### src/rtl/vga_pkg.sv
// rtl/vga_pkg.sv - raster and sprite geometry shared by the sprite read path
package vga_pkg;
  localparam int H_ACTIVE = 1280;
  localparam int V_ACTIVE = 1024;
  localparam int CW       = 11;
  localparam int SPR_W    = 38;
  localparam int SPR_H    = 40;
  localparam int ADDR_W   = 6;
  localparam int COL_W    = $clog2(SPR_W);
  localparam int CNT_W    = 21;

  typedef struct packed {
    logic [CW-1:0] x;
    logic [CW-1:0] y;
    logic          flip;
  } pos_t;

  typedef enum logic {
    WAIT_FRAME = 1'b0,
    ACTIVE     = 1'b1
  } frame_state_t;
endpackage

### src/rtl/sprite_pos_dbuf.sv
// rtl/sprite_pos_dbuf.sv - shadow/active sprite position pair, committed once per frame
module sprite_pos_dbuf
  import vga_pkg::*;
(
  input  logic i_clk,
  input  logic i_rst,
  input  logic i_load,
  input  logic i_commit,
  input  pos_t i_pos,
  output pos_t o_active
);
  pos_t r_shadow;
  pos_t r_active;

  always_ff @(posedge i_clk) begin
    if (i_rst) begin
      r_shadow <= '0;
      r_active <= '0;
    end else begin
      if (i_load) r_shadow <= i_pos;
      // a write landing on the commit cycle goes straight to active
      if (i_commit) r_active <= i_load ? i_pos : r_shadow;
    end
  end

  assign o_active = r_active;
endmodule

### src/rtl/sprite_scan_reader.sv
// rtl/sprite_scan_reader.sv - raster-tracking sprite ROM reader with 2-cycle pixel mask
module sprite_scan_reader
  import vga_pkg::*;
(
  input  logic              i_clk,
  input  logic              i_rst,
  input  logic              i_frame_start,
  input  logic              i_pos_valid,
  input  logic [CW-1:0]     i_pos_x,
  input  logic [CW-1:0]     i_pos_y,
  input  logic              i_flip_h,
  input  logic [CW-1:0]     i_hcount,
  input  logic [CW-1:0]     i_vcount,
  input  logic              i_video_on,
  output logic [ADDR_W-1:0] o_rom_addr,
  input  logic [SPR_W-1:0]  i_rom_row,
  output logic              o_pixel_on,
  output logic              o_pixel_valid,
  output logic [CNT_W-1:0]  o_frame_pix_cnt
);
  frame_state_t      r_state;
  logic [ADDR_W-1:0] r_rom_addr;
  logic              r_in_box;
  logic              r_video_on;
  logic [COL_W-1:0]  r_col;
  logic              r_pixel_on;
  logic              r_pixel_valid;
  logic [CNT_W-1:0]  r_acc;
  logic [CNT_W-1:0]  r_frame_cnt;

  pos_t w_pos_in;
  pos_t w_act;

  assign w_pos_in = '{x: i_pos_x, y: i_pos_y, flip: i_flip_h};

  sprite_pos_dbuf u_dbuf (
    .i_clk    (i_clk),
    .i_rst    (i_rst),
    .i_load   (i_pos_valid),
    .i_commit (i_frame_start),
    .i_pos    (w_pos_in),
    .o_active (w_act)
  );

  // one extra bit so a raster position left of / above the sprite goes negative
  logic [CW:0] w_dx;
  logic [CW:0] w_dy;
  logic        w_dx_ok;
  logic        w_dy_ok;
  logic        w_in_box;

  assign w_dx     = {1'b0, i_hcount} - {1'b0, w_act.x};
  assign w_dy     = {1'b0, i_vcount} - {1'b0, w_act.y};
  assign w_dx_ok  = !w_dx[CW] && (w_dx < (CW+1)'(SPR_W));
  assign w_dy_ok  = !w_dy[CW] && (w_dy < (CW+1)'(SPR_H));
  assign w_in_box = (r_state == ACTIVE) && i_video_on && w_dx_ok && w_dy_ok;

  logic [COL_W-1:0] w_dx_col;
  logic [COL_W-1:0] w_col;
  logic             w_rom_bit;
  logic [CNT_W-1:0] w_acc_inc;

  assign w_dx_col  = w_dx[COL_W-1:0];
  assign w_col     = w_act.flip ? (COL_W'(SPR_W - 1) - w_dx_col) : w_dx_col;
  assign w_rom_bit = (r_col < COL_W'(SPR_W)) ? i_rom_row[r_col] : 1'b0;
  assign w_acc_inc = (&r_acc) ? r_acc : r_acc + 1'b1;

  always_ff @(posedge i_clk) begin
    if (i_rst) begin
      r_state       <= WAIT_FRAME;
      r_rom_addr    <= '0;
      r_in_box      <= 1'b0;
      r_video_on    <= 1'b0;
      r_col         <= '0;
      r_pixel_on    <= 1'b0;
      r_pixel_valid <= 1'b0;
      r_acc         <= '0;
      r_frame_cnt   <= '0;
    end else begin
      case (r_state)
        WAIT_FRAME: if (i_frame_start) r_state <= ACTIVE;
        ACTIVE:     r_state <= ACTIVE;
        default:    r_state <= WAIT_FRAME;
      endcase

      if (w_in_box) r_rom_addr <= w_dy[ADDR_W-1:0];
      r_in_box   <= w_in_box;
      r_video_on <= i_video_on;
      r_col      <= w_col;

      r_pixel_on    <= r_in_box & w_rom_bit;
      r_pixel_valid <= r_video_on;

      if (i_frame_start) begin
        r_frame_cnt <= r_acc;
        r_acc       <= r_pixel_on ? CNT_W'(1) : '0;
      end else if (r_pixel_on) begin
        r_acc <= w_acc_inc;
      end
    end
  end

  assign o_rom_addr      = r_rom_addr;
  assign o_pixel_on      = r_pixel_on;
  assign o_pixel_valid   = r_pixel_valid;
  assign o_frame_pix_cnt = r_frame_cnt;
endmodule
### config.mk
export PLATFORM = sky130hd
export DESIGN_NAME = sprite_scan_reader
export DESIGN_NICKNAME = d
export VERILOG_FILES = /design/src/rtl/vga_pkg.sv /design/src/rtl/sprite_pos_dbuf.sv /design/src/rtl/sprite_scan_reader.sv
export SDC_FILE = /design/constraint.sdc
export NUM_CORES = 1
export LEC_CHECK = 0
export CAP_MARGIN = 10
export CORE_UTILIZATION = 35
export CTS_CLUSTER_DIAMETER = 60
export DETAILED_ROUTE_END_ITERATION = 10
export PLACE_DENSITY = 0.63
export REMOVE_ABC_BUFFERS = 1
export SLEW_MARGIN = 20
export SYNTH_ARGS = -nofsm -noshare
export SYNTH_HDL_FRONTEND = slang
export SYNTH_SLANG_ARGS = --single-unit
export TNS_END_PERCENT = 20
### constraint.sdc
create_clock -name i_clk -period 5.9 [get_ports i_clk]
set_clock_uncertainty 0.05 [all_clocks]
set_input_delay 0.59 -clock i_clk [delete_from_list [all_inputs] [get_ports i_clk]]
set_output_delay 0.59 -clock i_clk [all_outputs]
set_load 0.05 [all_outputs]
# Word level (Yosys, flattened, before mapping)
# Cells that the tools add are included.
# totals
output_inout_bits	29
in_bits	88
wordCells	47
regBits	105
# op_classes
n_lt_le_gt_ge	4
eq_ne	1
n_reduce_logical	10
n_mux	11
bitwise	2
n_addsub	4
# op_table
operator	n
two-way mux 21 bit	3
less-than comparator 12 x 6 -> 1 bit, second input constant	2
subtractor 11 x 11 -> 12 bit	2
two-way mux 23 bit	1
adder 21 x 1 -> 21 bit, second input constant	1
AND reduction 21 bit	1
less-than comparator 6 x 7 -> 1 bit, second input constant	1
binary-select mux 1 bit (select 6 bit)	1
less-than comparator 6 bit, second input constant	1
two-way mux 6 bit	1
subtractor 6 bit, first input constant	1
logical AND 1 bit	5
two-way mux 1 bit	4
logical NOT 1 bit	2
inequality test 2 bit, second input constant	1
one-hot mux 1 bit (2 select lines)	1
AND reduction 2 bit	1
nonzero test 2 bit	1
AND 1 bit	1
inverter 1 bit	1

# Depth between registers and ports, before layout
# Gate-level depths: netlist (run 1).
# depth
depth_word	5
ltp_mapped	12
mapped_depth_nobuf	11

# Modules after synthesis
# From an unflattened synthesis (run 1), not the netlist that was laid out.
# hier_totals
cells_unflattened	611
hier_area_um2	5569.1
# modules_own_cells
module	cells_per_inst	area_each_um2	seq_area_each_um2	n_inst
sprite_scan_reader	460	3978.8	1181.1	1
sprite_pos_dbuf	151	1590.3	920.9	1

# Least setup slack after synthesis (run 1)
# Ideal clock, no wire load.
# synth_timing
path_type	input to register
startpoint	input i_hcount[0]
endpoint	register r_rom_addr[5] (netlist: o_rom_addr[5])
path_buffers	0
arrival_time_ns	3.087
stages	10
setup_ns	0.070
path_slack_ns	2.693
required_ns	5.780
cell_sequence	inv_1 > ha_1 > fa_1 > nand2b_1 > a21oi_1 > xor2_1 > o311ai_0 > o2111ai_4 > or4_1 > a21oi_1
# synth_between
elab_chain_cells	5
word_cells_on_any_way	6
classes_between	add/sub (1); order compare (1); reduce/logical (4)
# synth_rtl
item	line	source
start: declaration	sprite_scan_reader.sv:12	input logic [CW-1:0] i_hcount,
subtractor 11 x 11 -> 12 bit *	sprite_scan_reader.sv:52	assign w_dx = {1'b0, i_hcount} - {1'b0, w_act.x};
less-than comparator 12 x 6 -> 1 bit / logical NOT 1 bit (equally long branches)	sprite_scan_reader.sv:54	assign w_dx_ok = !w_dx[CW] && (w_dx < (CW+1)'(SPR_W));
logical AND 1 bit *	sprite_scan_reader.sv:54	
logical AND 1 bit * (2 in series)	sprite_scan_reader.sv:56	assign w_in_box = (r_state == ACTIVE) && i_video_on && w_dx_ok && w_dy_ok;
end signal: assignment	sprite_scan_reader.sv:86	if (w_in_box) r_rom_addr <= w_dy[ADDR_W-1:0];
end: declaration	sprite_scan_reader.sv:22	logic [ADDR_W-1:0] r_rom_addr;
# Every way passes the cells marked *; elsewhere a longest branch is shown, timed or not.
# A chain may end at the register's enable or synchronous reset.

# Final worst setup path (run 1)
# Ends and elaborated chain as after synthesis.

==> results_dict.tcl, run 1 <==
set metrics [dict create \
    status "finished, final reports clean" \
    end_kind "register" \
    gp_congestion 0.891 \
    fillers 1426 \
    vias 4566 \
    io_pins 117 \
    avgViaCountPerCell 5.06 \
    fin_nets 802 \
    post-cts-setup-buffers 0 \
    synth_edf_count 0 \
    path_class "in2reg" \
    path_buf_inv 2 \
    final_core_util 0.463 \
    drt_iter0_drc 203 \
    ff2ff_path_depth 10 \
    worstHoldPathCells 1 \
    relSlewSlack 0.468 \
    layout_commonest_cell "clkdlybuf4s50_1" \
    crit_required_ns 6.12 \
    path_depth 11 \
    yosysTopAreaCell "dfxtp_1" \
    syn_avg_cell_area_um2 9.38 \
    areaGrowthSynthToFinish_pct 29.1 \
    critPathMaxStageDelay_ns 0.64 \
    crit_arrival_ns 3.88 \
    dp.cells 888 \
    p_per_area_nw_per_um2 242 \
    maxCapViolCount 0 \
    yosys_warnings 0 \
    wl_per_cell_um 14.3 \
    die_width_um 127 \
    initial_core_util 0.359 \
    grt_pass1_vias 4406 \
    cts-root-buf "clkbuf_16" \
    power_w 0.00171 \
    final_area_um2 7070 \
    clock_path_buffers 2 \
    grt_usage 0.164 \
    vdd_drop_max_mv 0.142 \
    setup_tns_ns 0 \
    cts_hold_buf 0 \
    clk_pin_slew_worst_paths_ns 0.07 \
    synth_seq_area_share 0.384 \
    cp_cell_sequence "clkdlybuf4s50_1 -> inv_1 -> ha_1 -> fa_1 -> nand2b_1 -> a21oi_1 -> xor2_1 -> o311ai_0 -> o2111ai_4 -> or4_1 -> a21oi_1" \
    min_path_type "reg2reg" \
    synthFlopType "dfxtp_1" \
    synth_area_um2 5480 \
    cts_buffers 9 \
    drive_above_1_share 0.0708 \
    period_share 0.621 \
    final_cell_mix "clkdlybuf4s50_1 (114), dfxtp_1 (105), nor2_1 (88), mux2i_1 (49), inv_1 (37)" \
    synthTopCellsByArea "dfxtp_1 (38%), mux2i_1 (9.0%), nor2_1 (6.0%), ha_1 (5.5%), mux4_2 (4.1%)" \
    hpwl_um 9720 \
    cp_top_family "compound AO/OA/AOI/OAI gates" \
    synth-seq-cells 105 \
    die-height_um 127 \
    finalSetupViolations 0 \
    tightest_slew_ns 0.797 \
    antenna_found_initial 0 \
    fmax_mhz 273 \
    coreArea_um2 15300 \
    crit_top_cell "a21oi_1" \
    htreeDepth 3 \
    synth_cells 584 \
    ys_types 68 \
    drt-total-wl_um 12900 \
    drv_slew 0 \
    critPathSlowestCell "o311ai_0" \
    row_count 45 \
    grt_pass1_wl_um 21300 \
    drtAntennaViolNets 0 \
    diodes 0 \
    start_kind "primary input" \
    dpl_cell_area_um2 6790 \
    insertion_delay_ns 0.35 \
    finalHoldViolCount 0 \
    ctsResizeCount 0 \
    rsz0062_at_grt "false" \
    remaining_drc_errors 0 \
    clkSinkCount 105 \
    grt-ovfl-total 0 \
    cts_tree "built" \
    fin_crit_ns 3.66 \
    ys_async_sr_fraction 0 \
    final_cells 903 \
    io_buffers 116 \
    p_leak_nw 2.74 \
    crit_path_max_fanout 9 \
    drt-pass1-iter-count 4 \
    die-area_um2 16200 \
    yosysTopAreaCellShare 0.384 \
    grt_max_degree 65 \
]
-- where the power goes --
group / switching, W / internal [W] / leakage [nW]
combinational: 0.000193 / 0.000195 / 1.75
clock: 0.000270 / 0.000289 / 0.129
sequential: 0.0000240 / 0.000740 / 0.859
total: 0.000487 / 0.00122 / 2.74
-- worst paths after layout --
path / from / to / slack [ns]
worst max register to register: u_dbuf.o_active[1] / o_rom_addr[5] / 2.67
worst min register to register: r_video_on / o_pixel_valid / 0.39
worst max-delay path: i_hcount[0] / o_rom_addr[5] / 2.24
worst min-delay path: r_video_on / o_pixel_valid / 0.39
-- metal layers --
layer | wire length (um) | GRT usage | vias to the layer above
li1 | - | - | 2314
met1 | 6060 | 0.206 | 2143
met2 | 5980 | 0.277 | 95
met3 | 705 | 0.0394 | 14
met4 | 158 | 0.0525 | 0
met5 | 0 | 0 | -
-- synthesized netlist by cell type, drive strengths merged, types with 3 or more instances --
| library cell | instances |
|---|---|
| nand2b | 10 |
| a21o | 5 |
| mux2i | 49 |
| xor2 | 14 |
| and3 | 3 |
| buf | 10 |
| clkbuf | 17 |
| a21oi | 25 |
| o22a | 24 |
| o2111ai | 3 |
| or4 | 5 |
| nand3 | 6 |
| nand3b | 6 |
| nand2 | 22 |
| mux4 | 10 |
| dfxtp | 105 |
| o21ai | 16 |
| a2111oi | 4 |
| nor4 | 10 |
| nor2 | 88 |
| ha | 24 |
| xnor2 | 14 |
| nand4 | 14 |
| nor3 | 4 |
| inv | 37 |
| nor2b | 9 |
| o31ai | 9 |
-- cells by family (layout without fill, tap and decap cells) --
logic type      Yosys count  in the layout  share of synthesized area
simple gates            188            188                      0.171
compound gates          114            114                      0.159
flops                   105            105                      0.384
buf+inv                  64            172                     0.0489
mux                      59             59                      0.131
xor+xnor                 28             28                     0.0448
fa+ha+maj                26             26                     0.0621
-- registers in the layout (all words and copies together), names as in the netlist, 6 cells and up --
register	count
o_rom_addr	6
r_acc	21
u_dbuf.r_shadow	23
o_frame_pix_cnt	21
u_dbuf.o_active	23
r_col	6
-- per-stage QoR --
stage	setup WS, ns	hold WS (ns)
6_report	2.24	0.388
5_1_grt	2.02	0.410
4_1_cts	2.23	0.395
3_5_place_dp	1.92	0.382
3_3_place_gp	2.00	0.370
2_1_floorplan	2.69	0.364
-- final cells by class --
class / instances / area, um2 / area share
multi-input cells: 415 / 3110 / 0.440
flip-flops and latches: 105 / 2100 / 0.297
repair buffers: 120 / 1180 / 0.167
well taps: 211 / 264 / 0.0374
clock buffers: 9 / 225 / 0.0319
inverters: 37 / 139 / 0.0196
clock inverters: 6 / 50.0 / 0.00708
Power figures use the tool's default switching activity.
==> inputs of run 2 (changes only) <==
Settings changed: PLACE_DENSITY 0.63 to 0.65.
Clock period 5.9 ns to 3 ns, I/O delays scaled along.
==> run 2 against run 1 <==
  * Power grew 110%
  * Clock power grew 120%
  * Die area is the same
  * Via count grew 5.3%
  * Combinational power grew 130%
  * Largest cell class unchanged
  * Global-route usage grew 0.23 points
  * Routed wire length grew 4.5%
  * Core utilization grew 2.9 points
  * Design area grew 6.3%
  * Sequential share of layout area shrank 1.8 points
  * Setup slack lost 2.1 ns
==> results_dict.tcl, run 2 (synthesis gave the netlist of run 1 again) <==
set metrics [dict create \
    path_buf_inv 1 \
    wl_met3_um 648 \
    worstHoldPathCells 2 \
    clockPowerShare 0.335 \
    final_cell_mix "clkdlybuf4s50_1 (114), dfxtp_1 (105), nor2_1 (88), buf_4 (53), mux2i_1 (49)" \
    crit_path_end "o_rom_addr[5]" \
    diodes 0 \
    fin_nets 852 \
    finalHoldViolCount 0 \
    vias 4807 \
    critPathSlowestCell "or4_1" \
    row_count 45 \
    antenna_found_initial 0 \
    grt_max_degree 45 \
    end_kind "register" \
    wl_per_cell_um 14.1 \
    htreeDepth 3 \
    grt_pass1_vias 4656 \
    fin_crit_ns 2.86 \
    finalSetupViolations 0 \
    power_frac_comb 0.249 \
    hpwl_um 10400 \
    p_sw_frac 0.273 \
    drt_iter0_drc 214 \
    relSlewSlack 0.476 \
    drv_slew 0 \
    remaining_drc_errors 0 \
    p_per_area_nw_per_um2 480 \
    layout_commonest_cell "clkdlybuf4s50_1" \
    drtAntennaViolNets 0 \
    p_seq_frac 0.416 \
    start_kind "primary input" \
    fmax_mhz 349 \
    vdd_drop_max_mv 0.242 \
    grt-ovfl-total 0 \
    drt-total-wl_um 13500 \
    avgViaCountPerCell 5.04 \
    dp.cells 937 \
    drt-pass1-iter-count 4 \
    clkSinkCount 105 \
    cts_buffers 9 \
    insertion_delay_ns 0.35 \
    maxCapViolCount 0 \
    status "finished, final reports clean" \
    timing.rr.end "o_rom_addr[5]" \
    p_leak_nw 3.01 \
    intPower_w 0.00262 \
    met2_length_um 6410 \
    grt_pass1_wl_um 21700 \
    die-area_um2 16200 \
    r2r_start "u_dbuf.o_active[17]" \
    maxUsedRoutingLayer "met4" \
    drive_above_1_share 0.140 \
    crit_path_max_fanout 3 \
    path_depth 9 \
    cts-root-buf "clkbuf_16" \
    min_path_type "in2reg" \
    clk_pin_slew_worst_paths_ns 0.07 \
    io_buffers 116 \
    gp_congestion 0.947 \
    io_pins 117 \
    power_w 0.00361 \
    cts_tree "built" \
    final_core_util 0.492 \
    period_share 0.955 \
    cp_cell_sequence "clkdlybuf4s50_1 -> ha_1 -> a21oi_1 -> o2bb2ai_1 -> a311oi_1 -> nand4_1 -> or4_1 -> or4_1 -> a21oi_1" \
    critPathMaxStageDelay_ns 0.57 \
    clock_path_buffers 2 \
    ff2ff_path_depth 9 \
    die-height_um 127 \
    coreArea_um2 15300 \
    areaGrowthSynthToFinish_pct 37.2 \
    p_switching_w 0.000984 \
    tightest_slew_ns 0.779 \
    crit_required_ns 3.22 \
    die_width_um 127 \
    crit_arrival_ns 3.09 \
    drt-met1-wl_um 6300 \
    whs_ns 0.298 \
    cp_top_family "simple AND/OR/NAND/NOR gates" \
    final_cells 954 \
    initial_core_util 0.359 \
    grt_usage 0.166 \
    path_class "in2reg" \
    crit_start "i_hcount[5]" \
    fillers 1397 \
    r2r_setup_slack_ns 0.18 \
]
==> run 2: cell types whose count changed in the layout (fill, tap and decap cells not counted), sizes merged <==
cell,change
clkinvlp,-1
clkbuf,+1
buf,+50
bufinv,+1
==> run 2: timing repair <==
action	4_1_cts	5_1_grt
hold buffers	0	0
setup endpoints to repair	0	6
setup buffers	0	1
resized for setup	0	6
endpoints found under the hold margin	0	0
==> run 2: how the worst min path moves through the flow <==
stage | end | start
floorplan | r_col[1] | i_rst
global placement | o_pixel_valid | r_video_on
detailed placement | o_pixel_valid | r_video_on
CTS | o_frame_pix_cnt[3] | i_rst
global route | o_frame_pix_cnt[9] | i_rst
finish | o_frame_pix_cnt[3] | i_rst
==> run 2: per-stage QoR <==
stage / area [um2] / setup slack (ns) / TNS (ns)
global route: 7510 / -0.0194 / -0.0194
CTS: 7480 / 0.0520 / 0
detailed placement: 7170 / -0.284 / -1.62
finish: 7510 / 0.136 / 0
global placement: 7170 / -0.174 / -0.796
floorplan: 5350 / 0.0830 / 0
==> run 2: power groups by stage <==
stage	combinational [W]	clock [W]	sequential, W
2_1_floorplan	0.000490	0	0.00152
3_3_place_gp	0.000857	0	0.00153
3_5_place_dp	0.000878	0	0.00153
4_1_cts	0.000883	0.00125	0.00150
5_1_grt	0.000987	0.00131	0.00151
6_report	0.000899	0.00121	0.00150
==> run 2: routing by layer <==
layer,vias up,global-route usage
li1,2399,-
met1,2286,0.209
met2,114,0.290
met3,8,0.0314
met4,0,0.0476
met5,-,0
==> run 2: cell type report <==
class,count,area (um2),area share
Multi-Input combinational cell,415,3130,0.417
Clock inverter,6,71.3,0.00949
Inverter,37,139,0.0185
Sequential cell,105,2100,0.280
Clock buffer,10,239,0.0318
Timing Repair Buffer,170,1570,0.209
Tap cell,211,264,0.0351
